===== src/rtl/membuf_seq_pkg.sv =====
// Shared definitions for the buffer sequencer: CSR map, STATUS bit layout and FSM states.
package membuf_seq_pkg;

  localparam logic [4:0] CSR_CTRL   = 5'h00;
  localparam logic [4:0] CSR_STATUS = 5'h04;
  localparam logic [4:0] CSR_SRC    = 5'h08;
  localparam logic [4:0] CSR_DST    = 5'h0C;
  localparam logic [4:0] CSR_LEN    = 5'h10;
  localparam logic [4:0] CSR_COUNT  = 5'h14;

  localparam int CTRL_START_BIT = 0;
  localparam int CTRL_ABORT_BIT = 1;

  localparam int STATUS_BUSY_BIT    = 0;
  localparam int STATUS_DONE_BIT    = 1;
  localparam int STATUS_ABORTED_BIT = 2;

  typedef enum logic [1:0] {
    IDLE = 2'd0,
    RD   = 2'd1,
    CAP  = 2'd2,
    WR   = 2'd3
  } state_t;

endpackage


===== src/rtl/membuf_seq.sv =====
// Buffer sequencer: streams LEN words from SRC through an external function unit into DST,
// configured and started through a small CSR file.
module membuf_seq
  import membuf_seq_pkg::*;
#(
  parameter int ADDR_W = 10,
  parameter int LEN_W  = 11
) (
  input  logic              clk_i,
  input  logic              rst_ni,
  input  logic              csr_req_i,
  input  logic              csr_we_i,
  input  logic [4:0]        csr_addr_i,
  input  logic [31:0]       csr_wdata_i,
  output logic              csr_resp_o,
  output logic [31:0]       csr_rdata_o,
  output logic [ADDR_W-1:0] mem_addr_o,
  output logic              mem_we_o,
  output logic [31:0]       mem_wdata_o,
  input  logic [31:0]       mem_rdata_i,
  output logic [31:0]       fu_x_o,
  input  logic [31:0]       fu_y_i,
  output logic              busy_o,
  output logic              done_o
);

  state_t            state_q, state_d;
  logic [ADDR_W-1:0] src_q, dst_q, sp_q, dp_q;
  logic [LEN_W-1:0]  len_q, rem_q, count_q;
  logic              done_q, aborted_q;
  logic [31:0]       fuX_q;
  logic              csrResp_q;
  logic [31:0]       csrRdata_q;
  logic [31:0]       rdMux;

  logic csrWr, csrRd, ctrlWr, startReq, abortReq;
  logic busy, startRun, startEmpty, abortRun, lastElem;
  logic unusedBits;

  assign csrWr    = csr_req_i & csr_we_i;
  assign csrRd    = csr_req_i & ~csr_we_i;
  assign ctrlWr   = csrWr && (csr_addr_i == CSR_CTRL);
  // Abort takes priority over start when both bits are written together.
  assign abortReq = ctrlWr & csr_wdata_i[CTRL_ABORT_BIT];
  assign startReq = ctrlWr & csr_wdata_i[CTRL_START_BIT] & ~csr_wdata_i[CTRL_ABORT_BIT];

  assign busy       = (state_q != IDLE);
  assign startRun   = startReq && !busy && (len_q != '0);
  assign startEmpty = startReq && !busy && (len_q == '0);
  assign abortRun   = abortReq && busy;
  assign lastElem   = (state_q == WR) && (rem_q == LEN_W'(1));

  assign unusedBits = ^csr_wdata_i;

  always_ff @(posedge clk_i) begin
    if (!rst_ni) state_q <= IDLE;
    else         state_q <= state_d;
  end

  always_comb begin
    state_d = state_q;
    case (state_q)
      IDLE:    if (startRun) state_d = RD;
      RD:      state_d = CAP;
      CAP:     state_d = WR;
      WR:      state_d = lastElem ? IDLE : RD;
      default: state_d = IDLE;
    endcase
    if (abortRun) state_d = IDLE;
  end

  always_comb begin
    mem_addr_o  = '0;
    mem_we_o    = 1'b0;
    mem_wdata_o = '0;
    case (state_q)
      RD: mem_addr_o = sp_q;
      WR: begin
        mem_addr_o  = dp_q;
        mem_we_o    = 1'b1;
        mem_wdata_o = fu_y_i;
      end
      default: ;
    endcase
  end

  always_ff @(posedge clk_i) begin
    if (!rst_ni) begin
      src_q     <= '0;
      dst_q     <= '0;
      len_q     <= '0;
      sp_q      <= '0;
      dp_q      <= '0;
      rem_q     <= '0;
      count_q   <= '0;
      done_q    <= 1'b0;
      aborted_q <= 1'b0;
      fuX_q     <= '0;
    end else begin
      if (csrWr && !busy) begin
        case (csr_addr_i)
          CSR_SRC: src_q <= csr_wdata_i[ADDR_W-1:0];
          CSR_DST: dst_q <= csr_wdata_i[ADDR_W-1:0];
          CSR_LEN: len_q <= csr_wdata_i[LEN_W-1:0];
          default: ;
        endcase
      end
      if (startRun) begin
        done_q    <= 1'b0;
        aborted_q <= 1'b0;
        count_q   <= '0;
        sp_q      <= src_q;
        dp_q      <= dst_q;
        rem_q     <= len_q;
      end
      if (startEmpty) begin
        done_q    <= 1'b1;
        aborted_q <= 1'b0;
      end
      if (state_q == CAP) fuX_q <= mem_rdata_i;
      // A write cycle always retires its element, even when an abort lands on it.
      if (state_q == WR) begin
        sp_q    <= sp_q + ADDR_W'(1);
        dp_q    <= dp_q + ADDR_W'(1);
        count_q <= count_q + LEN_W'(1);
        rem_q   <= rem_q - LEN_W'(1);
        if (lastElem && !abortRun) done_q <= 1'b1;
      end
      if (abortRun) aborted_q <= 1'b1;
    end
  end

  always_comb begin
    rdMux = '0;
    case (csr_addr_i)
      CSR_STATUS: begin
        rdMux[STATUS_BUSY_BIT]    = busy;
        rdMux[STATUS_DONE_BIT]    = done_q;
        rdMux[STATUS_ABORTED_BIT] = aborted_q;
      end
      CSR_SRC:   rdMux[ADDR_W-1:0] = src_q;
      CSR_DST:   rdMux[ADDR_W-1:0] = dst_q;
      CSR_LEN:   rdMux[LEN_W-1:0]  = len_q;
      CSR_COUNT: rdMux[LEN_W-1:0]  = count_q;
      default: ;
    endcase
  end

  always_ff @(posedge clk_i) begin
    if (!rst_ni) begin
      csrResp_q  <= 1'b0;
      csrRdata_q <= '0;
    end else begin
      csrResp_q  <= csrRd;
      csrRdata_q <= csrRd ? rdMux : '0;
    end
  end

  assign csr_resp_o  = csrResp_q;
  assign csr_rdata_o = csrRdata_q;
  assign fu_x_o      = fuX_q;
  assign busy_o      = busy;
  assign done_o      = done_q;

endmodule

===== config.mk =====
export PLATFORM = sky130hd
export DESIGN_NAME = membuf_seq
export DESIGN_NICKNAME = d
export VERILOG_FILES = /design/src/rtl/membuf_seq_pkg.sv /design/src/rtl/membuf_seq.sv
export SDC_FILE = /design/constraint.sdc
export NUM_CORES = 1
export LEC_CHECK = 0
export CORE_MARGIN = 8
export CORE_UTILIZATION = 34
export DETAILED_ROUTE_END_ITERATION = 8
export SLEW_MARGIN = 20
export SYNTH_ARGS = -nofsm -noshare
export SYNTH_HDL_FRONTEND = slang
export SYNTH_SLANG_ARGS = --single-unit

===== constraint.sdc =====
create_clock -name clk_i -period 2.95 [get_ports clk_i]
set_input_delay 0.295 -clock clk_i [delete_from_list [all_inputs] [get_ports clk_i]]
set_output_delay 0.295 -clock clk_i [all_outputs]
set_load 0.02 [all_outputs]

==> flow_metrics.py <==
metrics = {
    "final_layout": {
        "fin_util_pct": 49.3,
        "fin_nets": 953,
        "finalInstanceArea_sq_um": 8380,
        "antenna-diode-count": 0,
        "drive_above_1_share_pct": 7.87,
        "areaGrowthSynthToFinish_pct": 44.1,
    },
    "clock_tree": {
        "cts.sinks": 121,
        "htree_levels": 4,
        "hold_buffers": 0,
        "path_clk_slew_ns": 0.06,
        "cts_resized": 0,
        "post_cts_buffers": 0,
        "clk_path_buf_depth": 2,
        "clockRootBuffer": "clkbuf_16",
        "cts_buffers": 17,
        "cts_tree": "done",
        "clk-insertion-delay-late_ns": 0.41,
    },
    "routing": {
        "vias_per_cell": 5.22,
        "wire_per_inst_microns": 17.7,
        "drc_errors": 0,
        "firstDrtPassIters": 5,
        "dr_total_vias": 5612,
        "drtAntennaViolNets": 0,
        "drt-initial-drc-count": 458,
        "routed_wl_mm": 19.1,
    },
    "floorplan": {
        "row_count": 48,
        "start_util_pct": 34.2,
        "core-area_sq_um": 17000,
        "die_w_microns": 147,
        "ios": 215,
        "die_area_sq_um": 21500,
        "die_h_microns": 147,
    },
    "synth": {
        "yosys_warnings": 0,
        "muxShareOfSynthArea_pct": 11.0,
        "ys.flop_type": "dfxtp_1",
        "syn_inst": 670,
        "synth_edf_count": 0,
        "synthSimpleGateAreaFrac_pct": 22.3,
        "synth_top_family_by_area": "simple AND/OR/NAND/NOR gates",
        "async_flop_share_pct": 0,
        "synthXorXnorAreaFrac_pct": 1.05,
        "synth_compound_area_share_pct": 15.6,
        "yosys_register_bits": 121,
        "ys_types": 58,
        "seq_area_frac_synth_pct": 41.7,
        "syn_area_sq_um": 5810,
        "synth_adder_area_share_pct": 2.15,
        "syn_avg_cell_area_sq_um": 8.68,
    },
    "timing": {
        "fmax_mhz": 385,
        "drv_slew": 0,
        "fin_crit_sh_pct": 88.0,
        "hold_viol": 0,
        "rsz0062_at_grt": "false",
        "holdWs_ns": 0.493,
        "skew_ns": 0.00746,
        "timing.max_slew.rel_slack_pct": 35.2,
        "worst_slew_pin_slew_ns": 0.972,
        "fin_crit_ns": 2.59,
        "setup_tns_ns": 0,
        "setup_viol": 0,
    },
    "power": {
        "intPower_uw": 3670,
        "peakVddDrop_mv": 0.457,
        "p_leak_uw": 0.00297,
        "p_switching_uw": 1340,
        "switching_share_pct": 26.7,
        "seqPwrFrac_pct": 36.0,
        "p_per_area_nw_per_um2": 597,
        "combPwrFrac_pct": 19.0,
        "clock_power_share_pct": 45.0,
    },
    "place": {
        "place_area_sq_um": 7730,
        "io_buffers": 172,
        "gp_congestion": 0.874,
        "hpwl_mm": 14.2,
    },
    "critical_path": {
        "cp-end-kind": "output pin",
        "cp-start-kind": "flip-flop",
        "critical_path_class": "reg2out",
        "crit_required_ns": 2.65,
        "cp_max_fo": 77,
        "arrival_ns": 2.30,
    },
    "global_route": {
        "grt_pass1_wl_mm": 30.3,
        "globalRouteOverflowTotal": 0,
        "grt_antenna_before_repair": 0,
        "grt_max_degree": 78,
        "track_usage_pct": 17.5,
        "grt_pass1_vias": 5685,
    },
    "flow_run": {
        "cap_violations": 0,
    },
    "min_path": {
        "hold_path_class": "reg2reg",
    },
    "outcome": {
        "status": "finished, final reports clean",
    },
}
[layout make-up]
type | count | area, sq um
Clock inverter | 11 | 168
Inverter | 8 | 30.0
Clock buffer | 21 | 480
Sequential cell | 121 | 2420
Fill cell | 1601 | 8620
Multi-Input combinational cell | 499 | 3120
Tap cell | 225 | 282
Timing Repair Buffer | 191 | 1880
[metrics by stage]
step                setup slack, ns  instances  total power, uW
floorplan                     0.505        690             2370
global placement              0.396       1044             2760
detailed placement            0.356       1044             2780
CTS                           0.346       1076             5040
global route                  0.240       1076             5210
finish                        0.355       1076             5000
[placed cells by master, fill, tap and decap left out, types with 3 or more instances in the layout]
cell             Yosys  layout
clkdlybuf4s50_1      0     172
nand3_1             28      28
and2_1              33      33
ha_1                10       8
a31oi_1             10      10
a211oi_1            10      10
mux2i_1             64      64
nor4_1               7       7
clkbuf_8             0       4
nor3_1               9       9
xor2_1               5       5
nand2b_1             3       3
a221oi_1            12      12
a21oi_1             37      37
o311ai_0             3       3
clkbuf_16            0      17
and3_1               7       7
dfxtp_1            121     121
nand2_1             44      44
a22oi_1             10      10
nand4_1              7       7
a22o_1              10      10
inv_1                7       7
conb_1               1      21
a311oi_1             6       6
clkinvlp_4           0       5
bufinv_16            0       4
o21ai_0             16      16
buf_4               21      18
nor2_1             109     109
[metal layers]
metal	global-route usage, %	vias to the layer above	wire length, microns
li1	-	2691	-
met1	19.9	2664	7710
met2	28.8	227	9230
met3	6.61	30	1640
met4	7.47	0	473
met5	0	-	0
[worst paths after layout]
kind | startpoint | endpoint | slack, ns | depth (start not counted)
worst max-delay path | state_q[0] | mem_addr_o[9] | 0.36 | 4
worst min-delay path | rem_q[10] | rem_q[10] | 0.49 | 2
worst max register to register | state_q[0] | rem_q[4] | 0.71 | 8
worst min register to register | rem_q[10] | rem_q[10] | 0.49 | 2
[power groups by stage]
stage	combinational, uW	sequential [uW]	clock, uW
after floorplan	493	1880	0
after global placement	934	1820	0
after detailed placement	951	1830	0
after CTS	956	1800	2280
after global routing	1030	1810	2370
final	950	1800	2250
[cell usage after synthesis (all sizes together) (2+ instances only)]
master / instances / area [sq um]
a211oi: 11 / 87.6
a21oi: 37 / 185
a221oi: 12 / 105
a22o: 10 / 87.6
a22oi: 10 / 75.1
a2bb2oi: 2 / 17.5
a311oi: 6 / 52.6
a31o: 2 / 17.5
a31oi: 10 / 62.6
and2: 34 / 213
and3: 7 / 43.8
and4: 2 / 17.5
buf: 34 / 224
clkbuf: 28 / 105
dfxtp: 121 / 2420
ha: 10 / 125
inv: 7 / 26.3
mux2i: 64 / 641
nand2: 44 / 165
nand2b: 3 / 18.8
nand3: 28 / 140
nand3b: 2 / 15.0
nand4: 7 / 43.8
nand4b: 2 / 17.5
nor2: 110 / 420
nor3: 10 / 61.3
nor4: 8 / 65.1
nor4b: 3 / 32.5
o211ai: 2 / 15.0
o21ai: 17 / 88.8
o22ai: 2 / 12.5
o311ai: 3 / 26.3
o32a: 2 / 20.0
xnor2: 2 / 17.5
xor2: 5 / 43.8
[logic make-up after synthesis]
family                   after synthesis
multiplexers                          64
buffers and inverters                 70
other                                  1
AND/OR/NAND/NOR                      265
flip-flops                           121
AO/OA/AOI/OAI                        132
XOR/XNOR                               7
adder cells (fa/ha/maj)               10
[flip-flops by register name, indices dropped and copies added, names as in the netlist]
| name | count |
|---|---|
| count_q | 11 |
| sp_q | 10 |
| done_o | 1 |
| src_q | 10 |
| len_q | 11 |
| state_q | 2 |
| aborted_q | 1 |
| dst_q | 10 |
| rem_q | 11 |
| csr_resp_o | 1 |
| dp_q | 10 |
| fu_x_o | 32 |
| csr_rdata_o | 11 |
[worst max-delay path, cell delays in order (launching register included)]
cell	delay, ns
dfxtp_1	0.42
ha_2	0.28
buf_12	0.28
a22o_1	0.22
clkdlybuf4s50_1	0.63
No activity file was read; power rests on OpenSTA's default activity.
